==> config.mk <==
export PLATFORM = sky130hd
export DESIGN_NAME = qea_state_unloader
export DESIGN_NICKNAME = d
export VERILOG_FILES = /design/src/rtl/qea_pkg.sv /design/src/rtl/qea_amp_serializer.sv /design/src/rtl/qea_state_unloader.sv
export SDC_FILE = /design/constraint.sdc
export NUM_CORES = 1
export LEC_CHECK = 0
export CAP_MARGIN = 40
export CORE_AREA = 2 2 148 150
export CTS_CLUSTER_DIAMETER = 150
export CTS_CLUSTER_SIZE = 12
export DETAILED_ROUTE_END_ITERATION = 8
export DIE_AREA = 0 0 150 152
export DONT_BUFFER_PORTS = 1
export PLACE_DENSITY = 0.82
export SLEW_MARGIN = 25
export SYNTH_ARGS = -nofsm -noshare
export SYNTH_HDL_FRONTEND = slang
export SYNTH_SLANG_ARGS = --single-unit
==> constraint.sdc <==
create_clock -name clk -period 4.58 [get_ports clk]
set_clock_uncertainty 0.2 [all_clocks]
set_input_delay 0.916 -clock clk [delete_from_list [all_inputs] [get_ports clk]]
set_output_delay 0.916 -clock clk [all_outputs]
set_load 0.02 [all_outputs]
==> src/rtl/qea_pkg.sv <==
// Shared definitions for the QEA state unloader: FSM encoding, amplitude field
// slot positions and the lane-slice helper used to pick amplitudes out of a RAM row.
package qea_pkg;

  typedef enum logic [2:0] {
    ST_IDLE  = 3'd0,
    ST_READ  = 3'd1,
    ST_WAIT  = 3'd2,
    ST_DRAIN = 3'd3,
    ST_DONE  = 3'd4
  } qea_state_e;

  // A complex amplitude is {re, im}: re sits in the upper component slot.
  localparam int unsigned QEA_RE_SLOT = 1;
  localparam int unsigned QEA_IM_SLOT = 0;

  localparam int unsigned QEA_LAT_W = 3;

  // Lane 0 is the most significant slice of a row.
  function automatic int unsigned lane_lsb(int unsigned lane, int unsigned pe_num,
                                           int unsigned width);
    return (pe_num - 1 - lane) * width;
  endfunction

endpackage

==> src/rtl/qea_amp_serializer.sv <==
// Row buffer plus lane counter: holds one captured state RAM row and presents
// its amplitudes one lane at a time on a valid/ready stream.
module qea_amp_serializer
  import qea_pkg::*;
#(
  parameter int PE_NUM_WIDTH     = 2,
  parameter int PE_NUM           = 4,
  parameter int STATE_DATA_WIDTH = 64,
  parameter int ROW_WIDTH        = 16
) (
  input  logic                               clk,
  input  logic                               rst,
  input  logic                               load,
  input  logic [PE_NUM*STATE_DATA_WIDTH-1:0] row_data,
  input  logic [ROW_WIDTH-1:0]               row_idx,
  input  logic                               last_row,
  input  logic                               amp_ready,
  output logic                               amp_valid,
  output logic [STATE_DATA_WIDTH-1:0]        amp_data,
  output logic [ROW_WIDTH+PE_NUM_WIDTH-1:0]  amp_index,
  output logic                               amp_last,
  output logic                               row_done
);

  logic [PE_NUM*STATE_DATA_WIDTH-1:0] row_buf;
  logic [PE_NUM_WIDTH-1:0]            lane;
  logic [ROW_WIDTH-1:0]               row_q;
  logic                               last_row_q;
  logic                               hs;
  logic                               lane_end;

  assign hs       = amp_valid && amp_ready;
  assign lane_end = (lane == PE_NUM_WIDTH'(PE_NUM - 1));
  assign row_done = hs && lane_end;

  always_ff @(posedge clk) begin
    if (rst) begin
      row_buf    <= '0;
      lane       <= '0;
      row_q      <= '0;
      last_row_q <= 1'b0;
      amp_valid  <= 1'b0;
    end else if (load) begin
      row_buf    <= row_data;
      row_q      <= row_idx;
      last_row_q <= last_row;
      lane       <= '0;
      amp_valid  <= 1'b1;
    end else if (hs) begin
      if (lane_end) begin
        amp_valid <= 1'b0;
      end else begin
        lane <= lane + 1'b1;
      end
    end
  end

  // Data, index and last come straight from registers, so they hold during stalls.
  assign amp_data  = row_buf[lane_lsb(int'(lane), PE_NUM, STATE_DATA_WIDTH) +: STATE_DATA_WIDTH];
  assign amp_index = {row_q, lane};
  assign amp_last  = amp_valid && last_row_q && lane_end;

endmodule

==> src/rtl/qea_state_unloader.sv <==
// Sweeps the QEA state RAM after a run and streams every amplitude with its basis index.
// Optional QEA_UNLOAD_NORM_EN adds a saturating sum-of-squares output o_norm_sq.
//
// state    | meaning
// ---------+-----------------------------------------------------------
// IDLE     | waiting for start; illegal qubit count pulses o_error
// READ     | one-cycle RAM enable at the current row address
// WAIT     | RAM read latency; row is captured on the final cycle
// DRAIN    | serializer streams PE_NUM lanes of the captured row
// DONE     | one-cycle completion pulse
module qea_state_unloader
  import qea_pkg::*;
#(
  parameter int PE_NUM_WIDTH     = 2,
  parameter int PE_NUM           = 4,
  parameter int DATA_WIDTH       = 32,
  parameter int STATE_DATA_WIDTH = 2 * DATA_WIDTH,
  parameter int STATE_ADDR_WIDTH = 16,
  parameter int MAX_QBIT_WIDTH   = 6,
  parameter int NUM_FRAC_BIT     = 30,
  parameter int RD_LATENCY       = 1
) (
  input  logic                                 clk,
  input  logic                                 rst,
  input  logic                                 i_start,
  input  logic [MAX_QBIT_WIDTH-1:0]            i_qbit_num,
  output logic                                 o_busy,
  output logic                                 o_done,
  output logic                                 o_error,
  output logic [PE_NUM-1:0]                    o_state_ena,
  output logic [PE_NUM-1:0]                    o_state_wea,
  output logic [STATE_ADDR_WIDTH-1:0]          o_state_addra,
  input  logic [PE_NUM*STATE_DATA_WIDTH-1:0]   i_state_dout,
  output logic                                 o_amp_valid,
  input  logic                                 i_amp_ready,
  output logic [STATE_DATA_WIDTH-1:0]          o_amp_data,
  output logic [STATE_ADDR_WIDTH+PE_NUM_WIDTH-1:0] o_amp_index,
  output logic                                 o_amp_last
`ifdef QEA_UNLOAD_NORM_EN
  ,
  output logic [2*DATA_WIDTH+7:0]              o_norm_sq
`endif
);

  localparam int RW = STATE_ADDR_WIDTH + 1;

  qea_state_e              state_q, state_n;
  logic [RW-1:0]           row_q;
  logic [RW-1:0]           row_last_q;
  logic [RW-1:0]           row_last_n;
  logic [QEA_LAT_W-1:0]    lat_q;
  logic                    err_q;
  logic [31:0]             q_w;
  logic                    q_legal;
  logic                    start_ok;
  logic                    last_row;
  logic                    capture;
  logic                    row_done;

  assign q_w      = 32'(i_qbit_num);
  assign q_legal  = (q_w >= 32'(PE_NUM_WIDTH)) &&
                    (q_w <= 32'(PE_NUM_WIDTH + STATE_ADDR_WIDTH));
  // Row counter is one bit wider than the address so the full-depth sweep never wraps.
  assign row_last_n = (RW'(1) << (q_w - 32'(PE_NUM_WIDTH))) - RW'(1);
  assign start_ok   = (state_q == ST_IDLE) && i_start && q_legal;
  assign last_row   = (row_q == row_last_q);
  assign capture    = (state_q == ST_WAIT) && (lat_q == '0);

  always_ff @(posedge clk) begin
    if (rst) begin
      state_q <= ST_IDLE;
    end else begin
      state_q <= state_n;
    end
  end

  always_comb begin
    state_n = state_q;
    case (state_q)
      ST_IDLE:  if (start_ok) state_n = ST_READ;
      ST_READ:  state_n = ST_WAIT;
      ST_WAIT:  if (lat_q == '0) state_n = ST_DRAIN;
      ST_DRAIN: if (row_done) state_n = last_row ? ST_DONE : ST_READ;
      ST_DONE:  state_n = ST_IDLE;
      default:  state_n = ST_IDLE;
    endcase
  end

  always_comb begin
    o_busy        = 1'b0;
    o_state_ena   = '0;
    o_state_addra = '0;
    case (state_q)
      ST_READ: begin
        o_busy        = 1'b1;
        o_state_ena   = '1;
        o_state_addra = row_q[STATE_ADDR_WIDTH-1:0];
      end
      ST_WAIT, ST_DRAIN: o_busy = 1'b1;
      default: ;
    endcase
  end

  assign o_done      = (state_q == ST_DONE);
  assign o_error     = err_q;
  assign o_state_wea = '0;

  // Latency timer is a down-counter loaded in READ; terminal count triggers capture.
  always_ff @(posedge clk) begin
    if (rst) begin
      row_q      <= '0;
      row_last_q <= '0;
      lat_q      <= '0;
      err_q      <= 1'b0;
    end else begin
      err_q <= (state_q == ST_IDLE) && i_start && !q_legal;
      if (start_ok) begin
        row_q      <= '0;
        row_last_q <= row_last_n;
      end else if ((state_q == ST_DRAIN) && row_done && !last_row) begin
        row_q <= row_q + 1'b1;
      end
      if (state_q == ST_READ) begin
        lat_q <= QEA_LAT_W'(RD_LATENCY - 1);
      end else if ((state_q == ST_WAIT) && (lat_q != '0)) begin
        lat_q <= lat_q - 1'b1;
      end
    end
  end

  qea_amp_serializer #(
    .PE_NUM_WIDTH     (PE_NUM_WIDTH),
    .PE_NUM           (PE_NUM),
    .STATE_DATA_WIDTH (STATE_DATA_WIDTH),
    .ROW_WIDTH        (STATE_ADDR_WIDTH)
  ) u_ser (
    .clk       (clk),
    .rst       (rst),
    .load      (capture),
    .row_data  (i_state_dout),
    .row_idx   (row_q[STATE_ADDR_WIDTH-1:0]),
    .last_row  (last_row),
    .amp_ready (i_amp_ready),
    .amp_valid (o_amp_valid),
    .amp_data  (o_amp_data),
    .amp_index (o_amp_index),
    .amp_last  (o_amp_last),
    .row_done  (row_done)
  );

`ifdef QEA_UNLOAD_NORM_EN
  localparam int NW     = 2 * DATA_WIDTH + 8;
  localparam int RE_OFS = QEA_RE_SLOT * DATA_WIDTH;
  localparam int IM_OFS = QEA_IM_SLOT * DATA_WIDTH;

  logic signed [2*DATA_WIDTH-1:0] re_x, im_x, re_sq, im_sq;
  logic [2*DATA_WIDTH:0]          mag;
  logic [NW:0]                    acc_sum;
  logic [NW-1:0]                  norm_q;

  assign re_x = {{DATA_WIDTH{o_amp_data[RE_OFS+DATA_WIDTH-1]}}, o_amp_data[RE_OFS +: DATA_WIDTH]};
  assign im_x = {{DATA_WIDTH{o_amp_data[IM_OFS+DATA_WIDTH-1]}}, o_amp_data[IM_OFS +: DATA_WIDTH]};
  assign re_sq   = re_x * re_x;
  assign im_sq   = im_x * im_x;
  assign mag     = {1'b0, re_sq} + {1'b0, im_sq};
  assign acc_sum = {1'b0, norm_q} + {{(NW - 2*DATA_WIDTH){1'b0}}, mag};

  always_ff @(posedge clk) begin
    if (rst || start_ok) begin
      norm_q <= '0;
    end else if (o_amp_valid && i_amp_ready) begin
      norm_q <= acc_sum[NW] ? '1 : acc_sum[NW-1:0];
    end
  end

  assign o_norm_sq = norm_q;
`endif

endmodule

==> impl_summary.log, run 1 <==
[metrics] post-detailed-route wirelength per cell: 26.1 um
[metrics] startpoint class of the critical path: flip-flop
[metrics] count of cell types in the netlist: 58
[metrics] # nets final: 1,253
[metrics] routability congestion estimate from global placement: 0.879
[metrics] maximum clock rate: 274 MHz
[metrics] largest family of logic cells by synthesized area: compound AO/OA/AOI/OAI gates
[metrics] Post-route DRC: 0
[metrics] Post-Synthesis Cells: 1,031
[metrics] Buffers on Ports: 0
[metrics] area of the core: 0.0214 mm^2
[metrics] HPWL after detailed placement: 22,400 um
[metrics] Setup Total Neg Slack: 0 ps
[metrics] NetSw: 1370 uW
[metrics] Post-Synth Adder-Cell Area: 0.709%
[metrics] clock buffers created by TritonCTS: 30
[metrics] routed via count: 8,663
[metrics] source-to-sink clock delay at the later pin of the worst-skew pair: 550 ps
[metrics] data arrival time of the worst path: 2530 ps
[metrics] measured slew at the worst slew-check pin: 570 ps
[metrics] most used cells in the layout excluding fill and tap cells: 315 x dfxtp_1, 273 x a22o_1, 64 x mux4_2
[metrics] first-pass GRT wire length: 49,500 um
[metrics] met2 layer usage reported by global route: 42.9%
[metrics] final number of setup-violating endpoints: 0
[metrics] sequential share of the synthesized area: 51.3%
[metrics] number of global-route vias before repair: 8,531
[metrics] clock network fraction of design power: 38.1%
[metrics] Mean Syn Cell Area: 12.0 um^2
[metrics] TritonCTS clock tree: done
[metrics] cell row count: 54
[metrics] worst setup path class: flip-flop to output port
[metrics] number of pins with negative max-slew slack in the final report: 0
[metrics] synthesis-stage register bit count: 317
[metrics] Leakage Power: 0.00486 uW
[metrics] Max-Slew Margin vs Limit: 61.0%
[metrics] switching portion of total power: 24.4%
[metrics] Worst-path clk slew: 70 ps
[metrics] power density relative to cell area: 421 mW/mm^2
[metrics] result of the run: completed
[metrics] # hold bufs at CTS: 0
[metrics] Boundary Pins: 377
[metrics] time the final worst path needs with I/O delays and setup: 3650 ps
[metrics] Detailed Route Iter0 Violations: 530
[metrics] Compound-Gate Fraction of Synth Area: 24.1%
[metrics] final number of hold-violating endpoints: 0
[metrics] type of element capturing the critical path: output port
[metrics] portion of the clock cycle consumed by the worst path in the final layout: 79.7%
[metrics] Congestion Overflow GR: 0
[metrics] Buf/Inv on CP: 1
[metrics] relative contribution of sequential cells to total power: 53.2%
[metrics] crit path cell chain: buf_4 -> mux4_2
[metrics] Logic pwr share: 8.8%
[metrics] ratio of cells with drive above 1 in the final layout: 14.4%
[metrics] most crowded layer after global routing: met2
[metrics] Largest delay share family, worst path: flip-flops
[metrics] pin count of the biggest net entering global routing: 101
[metrics] share of the synthesized netlist area taken by xor and xnor gates: 2.20%
[metrics] most common cell after layout, fill and taps aside: dfxtp_1
[metrics] commonest register cell after synthesis: dfxtp_1
[metrics] area grow syn2layout: 8.01%
[metrics] maximum level of the CTS H-tree: 1
[metrics] filler cell count in the final layout: 1,587
[metrics] storage element area: 0.00635 mm^2
[metrics] Sink Count: 317
[metrics] worst-path cell with the longest stage delay: dfxtp_4
[metrics] cell internal pwr: 4250 uW
[metrics] initial antenna violation count: 3
[metrics] tightest hold margin: 226 ps
[metrics] multi-input logic area: 0.00556 mm^2
[metrics] slowest stage delay, CP: 690 ps
[metrics] simple-gate area share of the yosys netlist: 5.84%
[metrics] Initial Utilization: 57.9%
[metrics] met3 Use GR: 8.53%
[metrics] die outline area: 0.0228 mm^2
[metrics] share of flip-flops with an asynchronous set or reset: 0%
[metrics] dpl cell area: 0.0125 mm^2
[metrics] vias per cell: 6.85
[metrics] share of cell area taken by muxes after synthesis: 11.8%
[metrics] horizontal die dimension: 150 um
[metrics] Required @ worst endpoint: 3460 ps
[metrics] cell at the root of the clock tree: clkbuf_16
[metrics] met1 usage in global routing: 34.0%
[metrics] Post-DRT Antenna Nets: 0
[metrics] path category of the worst min-delay check: input port to flip-flop
[metrics] MaxCap Viol Count: 0
[metrics] Total Wirelength: 33,000 um
[metrics] vertical die dimension: 152 um
[metrics] number of optimization iterations in the first detailed-route pass: 4
[metrics] Overall Global Routing Usage: 27.7%
[metrics] number of flops mapped to enable cells by yosys: 0
[metrics] Worst VDD drop: 0.000214 V
[metrics] number of gates given a new drive strength after cts: 0
[metrics] synthesized cell area: 0.0124 mm^2
[metrics] unrepaired setup endpoints after global routing: false
[metrics] CP max FO: 37
[metrics] buffers from clock root to sink, at most: 3
[metrics] final instance area: 0.0133 mm^2
[metrics] Setup Buffers After CTS: 0
[metrics] Warnings, synthesis: 0
==> power groups by stage <==
stage	Clock (uW)	Combinational [uW]	Sequential, uW
2_1_floorplan	0	405	3000
3_3_place_gp	0	466	3030
5_1_grt	2280	528	2990
6_report	2140	492	2980
4_1_cts	2180	484	2980
3_5_place_dp	0	478	3040
==> path summary, 6_finish.rpt <==
path,from,endpoint,slack (ps),depth (start not counted)
min,rst,row_last_q[9],230,1
min reg2reg,row_last_q[13],row_last_q[13],260,2
max reg2reg,u_ser.lane[0],row_q[12],1220,7
max,u_ser.lane[0],o_amp_data[63],930,2
==> per-layer routing <==
| metal | share of wire, % | up-vias |
|---|---|---|
| li1 | - | 3862 |
| met1 | 37 | 4193 |
| met2 | 46 | 479 |
| met3 | 11 | 129 |
| met4 | 6.5 | 0 |
| met5 | 0 | - |
==> flip-flops by register name (all words and copies together), names as in the netlist <==
name / cells
lat_q: 3
o_error: 1
row_last_q: 17
row_q: 17
state_q: 3
u_ser.amp_valid: 1
u_ser.lane: 2
u_ser.last_row_q: 1
u_ser.row_buf: 256
u_ser.row_q: 16
==> cell type report <==
| cell class | count | area share (%) |
|---|---|---|
| inverter | 13 | 0.366 |
| multi-input combinational | 596 | 41.7 |
| antenna | 3 | 0.0562 |
| timing repair buffer | 22 | 1.84 |
| sequential | 317 | 47.6 |
| clock inverter | 2 | 0.187 |
| clock buffer | 31 | 5.65 |
| tap | 280 | 2.62 |
==> metrics by stage <==
stage	total power [uW]	util, %	instances	worst slack (ps)
5_1_grt	5810	62.5	1264	787
3_3_place_gp	3500	58.6	1224	967
6_report	5620	62.5	1264	931
2_1_floorplan	3410	-	1034	658
3_5_place_dp	3520	58.7	1226	843
4_1_cts	5650	62.3	1259	877
==> cell usage after synthesis (5+ instances only) <==
library cell  count  area (um^2)
a211oi_1         10         75.1
a21oi_1          14         70.1
a22o_1          273         2390
a31oi_1           6         37.5
and2_1           18          113
buf_1            21         78.8
buf_4             7         52.6
clkbuf_1         76          285
dfxtp_1         317         6350
ha_1              7         87.6
inv_1            13         48.8
mux4_2           64         1440
nand2_1          22         82.6
nand3_1           9         45.0
nand4_1           6         37.5
nor2_1           38          143
nor3_1            6         30.0
o21ai_0          14         70.1
xnor2_1          26          228
xor2_1            5         43.8
==> worst register-to-register path: cells and delay by family, from the launching register on <==
family	cells	cell delay [ps]
DFF	1	690
adders and majority gates	1	290
and+or+nand+nor	3	1220
AOI/OAI and AO/OA	3	830
==> cells by family (layout without fill, tap and decap cells) <==
kind of cell             Yosys count  in the layout
AO/OA/AOI/OAI                    352            352
flip-flops                       317            317
AND/OR/NAND/NOR                  136            136
buffers and inverters            121             68
multiplexers                      66             66
XOR/XNOR                          31             31
adder cells (fa/ha/maj)            7              7
other                              1              7
No activity file was read; power rests on OpenSTA's default activity.
==> inputs of run 2 (changes only) <==
clock period = 3.7 ns   (was 4.58 ns; I/O delays follow)
==> run 2 against run 1 <==
Sequential share of layout area is 0.24 points higher; sequential cell count stayed put; cell area is 0.50% lower; first-iteration DRC count is 54% higher; combinational power is 23% higher; total power is 23% higher; worst setup slack worse by 290 ps; count of clock-buffer cells in the layout stayed put; clock power is 23% higher; final cell count is 0.79% lower; non-clock buffer count is 9 lower.
==> impl_summary.log, run 2 (synthesized netlist as in run 1, its figures left out) <==
[metrics] die outline area: 0.0228 mm^2
[metrics] cell row count: 54
[metrics] TritonCTS clock tree: done
[metrics] worst setup path class: flip-flop to output port
[metrics] maximum clock rate: 327 MHz
[metrics] maximum level of the CTS H-tree: 1
[metrics] buffers from clock root to sink, at most: 3
[metrics] pin count of the biggest net entering global routing: 192
[metrics] Met3 Routed Length: 3220 um
[metrics] # hold bufs at CTS: 0
[metrics] routed via count: 8,517
[metrics] registers with the most flip-flops: u_ser.row_buf: 256 flops, row_last_q: 17 flops, row_q: 17 flops
[metrics] HPWL after detailed placement: 21,400 um
[metrics] number of pins with negative max-slew slack in the final report: 0
[metrics] ratio of cells with drive above 1 in the final layout: 13.7%
[metrics] Buffers on Ports: 0
[metrics] power density relative to cell area: 522 mW/mm^2
[metrics] path category of the worst min-delay check: input port to flip-flop
[metrics] number of global-route vias before repair: 8,232
[metrics] cell at the root of the clock tree: clkbuf_16
[metrics] Leakage Power: 0.00482 uW
[metrics] time the final worst path needs with I/O delays and setup: 3060 ps
[metrics] number of flip-flops in the largest register: 256
[metrics] tightest hold margin: 49.1 ps
[metrics] most common cell after layout, fill and taps aside: dfxtp_1
[metrics] Initial Utilization: 57.9%
[metrics] horizontal die dimension: 150 um
[metrics] vias per cell: 6.79
[metrics] Overall Global Routing Usage: 27.0%
[metrics] Worst-path clk slew: 70 ps
[metrics] area of the core: 0.0214 mm^2
[metrics] Boundary Pins: 377
[metrics] CP max FO: 41
[metrics] dpl cell area: 0.0125 mm^2
[metrics] metal1 wirelength: 12,300 um
[metrics] Total Wirelength: 32,400 um
[metrics] number of optimization iterations in the first detailed-route pass: 7
[metrics] Congestion Overflow GR: 0
[metrics] Worst VDD drop: 0.000317 V
[metrics] # nets final: 1,244
[metrics] result of the run: completed
[metrics] number of gates given a new drive strength after cts: 0
[metrics] data arrival time of the worst path: 2120 ps
[metrics] initial antenna violation count: 2
[metrics] clock buffers created by TritonCTS: 30
[metrics] source-to-sink clock delay at the later pin of the worst-skew pair: 550 ps
[metrics] Post-route DRC: 0
[metrics] Max-Slew Margin vs Limit: 40.1%
[metrics] final number of setup-violating endpoints: 0
[metrics] post-detailed-route wirelength per cell: 25.8 um
[metrics] startpoint class of the critical path: flip-flop
[metrics] final number of hold-violating endpoints: 0
[metrics] routability congestion estimate from global placement: 0.860
[metrics] first-pass GRT wire length: 48,300 um
[metrics] area grow syn2layout: 7.47%
[metrics] Post-DRT Antenna Nets: 0
[metrics] portion of the clock cycle consumed by the worst path in the final layout: 82.7%
[metrics] MaxCap Viol Count: 0
[metrics] most used cells in the layout excluding fill and tap cells: 315 x dfxtp_1, 273 x a22o_1, 64 x mux4_2
[metrics] type of element capturing the critical path: output port
[metrics] Required @ worst endpoint: 2760 ps
[metrics] vertical die dimension: 152 um
[metrics] top register by number of flip-flops: u_ser.row_buf
[metrics] measured slew at the worst slew-check pin: 899 ps
[metrics] unrepaired setup endpoints after global routing: false
[metrics] Setup Total Neg Slack: 0 ps
[metrics] uppermost layer routed: met4
[metrics] final instance area: 0.0133 mm^2
[metrics] Setup Buffers After CTS: 0
[metrics] Sink Count: 317
[metrics] met2 layer wire length in the routed design: 15,500 um
[metrics] Detailed Route Iter0 Violations: 816
==> run 2: cell types whose count changed in the layout (fill, tap and decap cells not counted), sizes merged <==
cell   change
diode      -1
buf        -9
==> run 2: cell type report <==
type                    instances  area [um^2]
repair buffers                 13          178
diodes                          2         5.00
clock inverters                 2         25.0
fillers                      1614         8070
clock buffers                  31          754
well taps                     280          350
multi-input cells             596         5570
flip-flops and latches        317         6350
inverters                      13         48.8
==> run 2: per-stage QoR <==
stage / power (uW) / worst slack (ps) / util (%) / std cells
6_report: 6930 / 641 / 62.2 / 1254
5_1_grt: 7170 / 537 / 62.2 / 1252
4_1_cts: 6970 / 609 / 62.1 / 1250
3_5_place_dp: 4350 / 185 / 58.5 / 1217
3_3_place_gp: 4320 / 359 / 58.4 / 1216
2_1_floorplan: 4220 / 34.7 / - / 1034
==> run 2: worst max-delay path, cell delays in order (launching register included) <==
cell	delay (ps)
dfxtp_4	340
buf_4	410
buf_16	300
mux4_2	460
==> run 2: path summary, 6_finish.rpt <==
path              depth (start not counted)  slack, ps             end           start
setup / recovery                          3        640   o_amp_data[4]   u_ser.lane[0]
hold reg to reg                           2        270  row_last_q[13]  row_last_q[13]
setup reg to reg                          7        880       row_q[12]   u_ser.lane[1]
hold / removal                            1         50  row_last_q[13]             rst
==> run 2: layer usage <==
metal  vias up  GRT usage (%)
met1      4199           33.3
li1       3838              -
met5         -              0
met2       396           44.2
met3        84           8.20
met4         0           10.5
==> run 2: power by group <==
part	switching [uW]	total, uW	internal (uW)
registers	102	3680	3580
clock network	1210	2640	1430
logic	370	607	237
total	1680	6930	5250
==> inputs of run 3 (changes only) <==
CORE_AREA = default   (was 2 2 148 150)
CORE_UTILIZATION = 57   (was default)
DIE_AREA = default   (was 0 0 150 152)
PLACE_DENSITY = 0.83   (was 0.82)
clock period = 2.55 ns   (was 3.7 ns; I/O delays follow)
==> run 3 against run 2 <==
The flow now finishes with violations (setup timing); combinational power increased by 150%; wire length rose by 60%; global-route usage increased by 15 points; non-clock buffer count increased by 319; sequential power up 47%; sequential share of layout area shrank 10 points; register-to-register slack worse by 860 ps.
==> impl_summary.log, run 3 (synthesized netlist as in run 1, its figures left out) <==
[metrics] result of the run: finished with violations
[metrics] violations in the final reports: setup timing
[metrics] worst setup path class: flip-flop to output port
[metrics] registers with the most flip-flops: u_ser.row_buf: 256 flops, row_last_q: 17 flops, row_q: 17 flops
[metrics] routed via count: 11,374
[metrics] top register by number of flip-flops: u_ser.row_buf
[metrics] startpoint class of the critical path: flip-flop
[metrics] cell row count: 53
[metrics] CP max FO: 8
[metrics] cell internal pwr: 7990 uW
[metrics] most common cell after layout, fill and taps aside: dfxtp_1
[metrics] vertical die dimension: 149 um
[metrics] final number of hold-violating endpoints: 0
[metrics] final instance area: 0.0169 mm^2
[metrics] storage element area: 0.00635 mm^2
[metrics] type of element capturing the critical path: output port
[metrics] measured slew at the worst slew-check pin: 716 ps
[metrics] NetSw: 2930 uW
[metrics] number of global-route vias before repair: 11,239
[metrics] pin count of the biggest net entering global routing: 117
[metrics] clock network fraction of design power: 36.8%
[metrics] Leakage Power: 0.00635 uW
[metrics] buffers from clock root to sink, at most: 3
[metrics] relative contribution of sequential cells to total power: 49.5%
[metrics] Final Worst Setup Slack: -170 ps
[metrics] worst hold path cell count: 2
[metrics] Overall Global Routing Usage: 41.7%
[metrics] time the final worst path needs with I/O delays and setup: 2720 ps
[metrics] metal1 wirelength: 16,500 um
[metrics] area of the core: 0.0212 mm^2
[metrics] cell at the root of the clock tree: clkbuf_16
[metrics] Met3 Routed Length: 7240 um
[metrics] met2 layer wire length in the routed design: 23,800 um
[metrics] most used cells in the layout excluding fill and tap cells: 315 x dfxtp_1, 273 x a22o_1, 257 x dlygate4sd3_1
[metrics] power density relative to cell area: 646 mW/mm^2
[metrics] Required @ worst endpoint: 1840 ps
[metrics] Overall Power: 10,900 uW
[metrics] unrepaired setup endpoints after global routing: true
[metrics] MaxCap Viol Count: 0
[metrics] source-to-sink clock delay at the later pin of the worst-skew pair: 570 ps
[metrics] Boundary Pins: 377
[metrics] number of cells on the worst reg-to-reg path: 9
[metrics] HPWL after detailed placement: 22,200 um
[metrics] number of placed instances, taps included: 1,258
[metrics] maximum level of the CTS H-tree: 1
[metrics] uppermost layer routed: met5
[metrics] post-detailed-route wirelength per cell: 32.8 um
[metrics] routability congestion estimate from global placement: 0.884
[metrics] filler cell count in the final layout: 1,078
[metrics] portion of the clock cycle consumed by the worst path in the final layout: 107%
[metrics] Sink Count: 317
[metrics] Initial Utilization: 58.4%
[metrics] Final Instance Count excl. Fillers: 1,580
[metrics] ratio of cells with drive above 1 in the final layout: 16.0%
[metrics] final number of setup-violating endpoints: 61
[metrics] number of flip-flops in the largest register: 256
[metrics] Worst VDD drop: 0.000509 V
[metrics] first-pass GRT wire length: 68,900 um
[metrics] # nets final: 1,563
[metrics] Total Wirelength: 51,800 um
[metrics] Post-route DRC: 0
[metrics] data arrival time of the worst path: 2010 ps
[metrics] die outline area: 0.0223 mm^2
[metrics] maximum clock rate: 368 MHz
[metrics] Detailed Route Iter0 Violations: 1,275
[metrics] Worst-path clk slew: 60 ps
[metrics] Congestion Overflow GR: 0
[metrics] Buffers on Ports: 0
[metrics] number of optimization iterations in the first detailed-route pass: 6
[metrics] TritonCTS clock tree: done
[metrics] number of pins with negative max-slew slack in the final report: 0
[metrics] Max-Slew Margin vs Limit: 52.1%
[metrics] initial antenna violation count: 7
[metrics] area grow syn2layout: 36.8%
[metrics] utilization of the core after routing: 79.9%
[metrics] Logic pwr share: 13.7%
[metrics] horizontal die dimension: 149 um
[metrics] clock buffers created by TritonCTS: 30
[metrics] path category of the worst min-delay check: input port to flip-flop
[metrics] dpl cell area: 0.0130 mm^2
[metrics] multi-input logic area: 0.00571 mm^2
[metrics] vias per cell: 7.20
[metrics] Post-DRT Antenna Nets: 0
[metrics] switching portion of total power: 26.8%
==> run 3: changes by cell type in the layout (fill, tap and decap cells not counted), sizes merged <==
| cell | before | now |
|---|---|---|
| clkbuf | 32 | 35 |
| dlygate4sd3 | 0 | 257 |
| buf | 12 | 68 |
| bufbuf | 0 | 4 |
| diode | 2 | 13 |
==> run 3: path summary, 6_finish.rpt <==
| kind | start | end | slack [ps] |
|---|---|---|---|
| setup / recovery | u_ser.lane[1] | o_amp_data[42] | -170 |
| hold / removal | i_qbit_num[3] | row_last_q[15] | 10 |
| setup reg to reg | u_ser.lane[1] | row_q[16] | 20 |
| hold reg to reg | u_ser.row_buf[75] | u_ser.row_buf[75] | 280 |
==> run 3: layout make-up <==
type	count	share of cell area, %
tap	275	2.04
timing repair buffer	332	21.5
clock inverter	2	0.148
sequential	317	37.6
inverter	13	0.318
multi-input combinational	596	33.8
antenna	13	0.192
clock buffer	32	4.49
==> run 3: what timing repair did <==
action / 4_1_cts / 5_1_grt
endpoints found under the setup margin: 64 / 66
resized for setup: 8 / 6
gates cloned: 9 / 3
pin swaps: 1 / 1
hold buffers: 257 / 0
setup buffers: 4 / 2
endpoints found under the hold margin: 275 / 0
==> run 3: power groups by stage <==
stage	clock [uW]	sequential [uW]	combinational [uW]
floorplan	0	5390	746
global placement	0	5420	936
detailed placement	0	5440	959
CTS	3890	5330	1360
global route	4180	5400	1540
finish	4030	5410	1500
==> run 3: worst max-delay path, cell delays in order, from the launching register on <==
cell	delay, ps
dfxtp_4	390
buf_12	170
buf_16	190
mux4_2	700
==> run 3: layer usage <==
metal  global-route usage (%)  up-vias
met3                     15.7      332
met4                     30.7        8
met2                     66.8     1088
li1                         -     4489
met1                     45.0     5457
met5                        0        -
==> run 3: stage by stage <==
stage	hold slack (ps)	setup TNS, ps	setup slack (ps)
6_report	13.6	-3780	-170
3_5_place_dp	258	-218	-82.1
4_1_cts	0.862	-3180	-98.9
3_3_place_gp	254	-28.2	-21.7
2_1_floorplan	241	-2250	-332
5_1_grt	41.6	-5510	-202
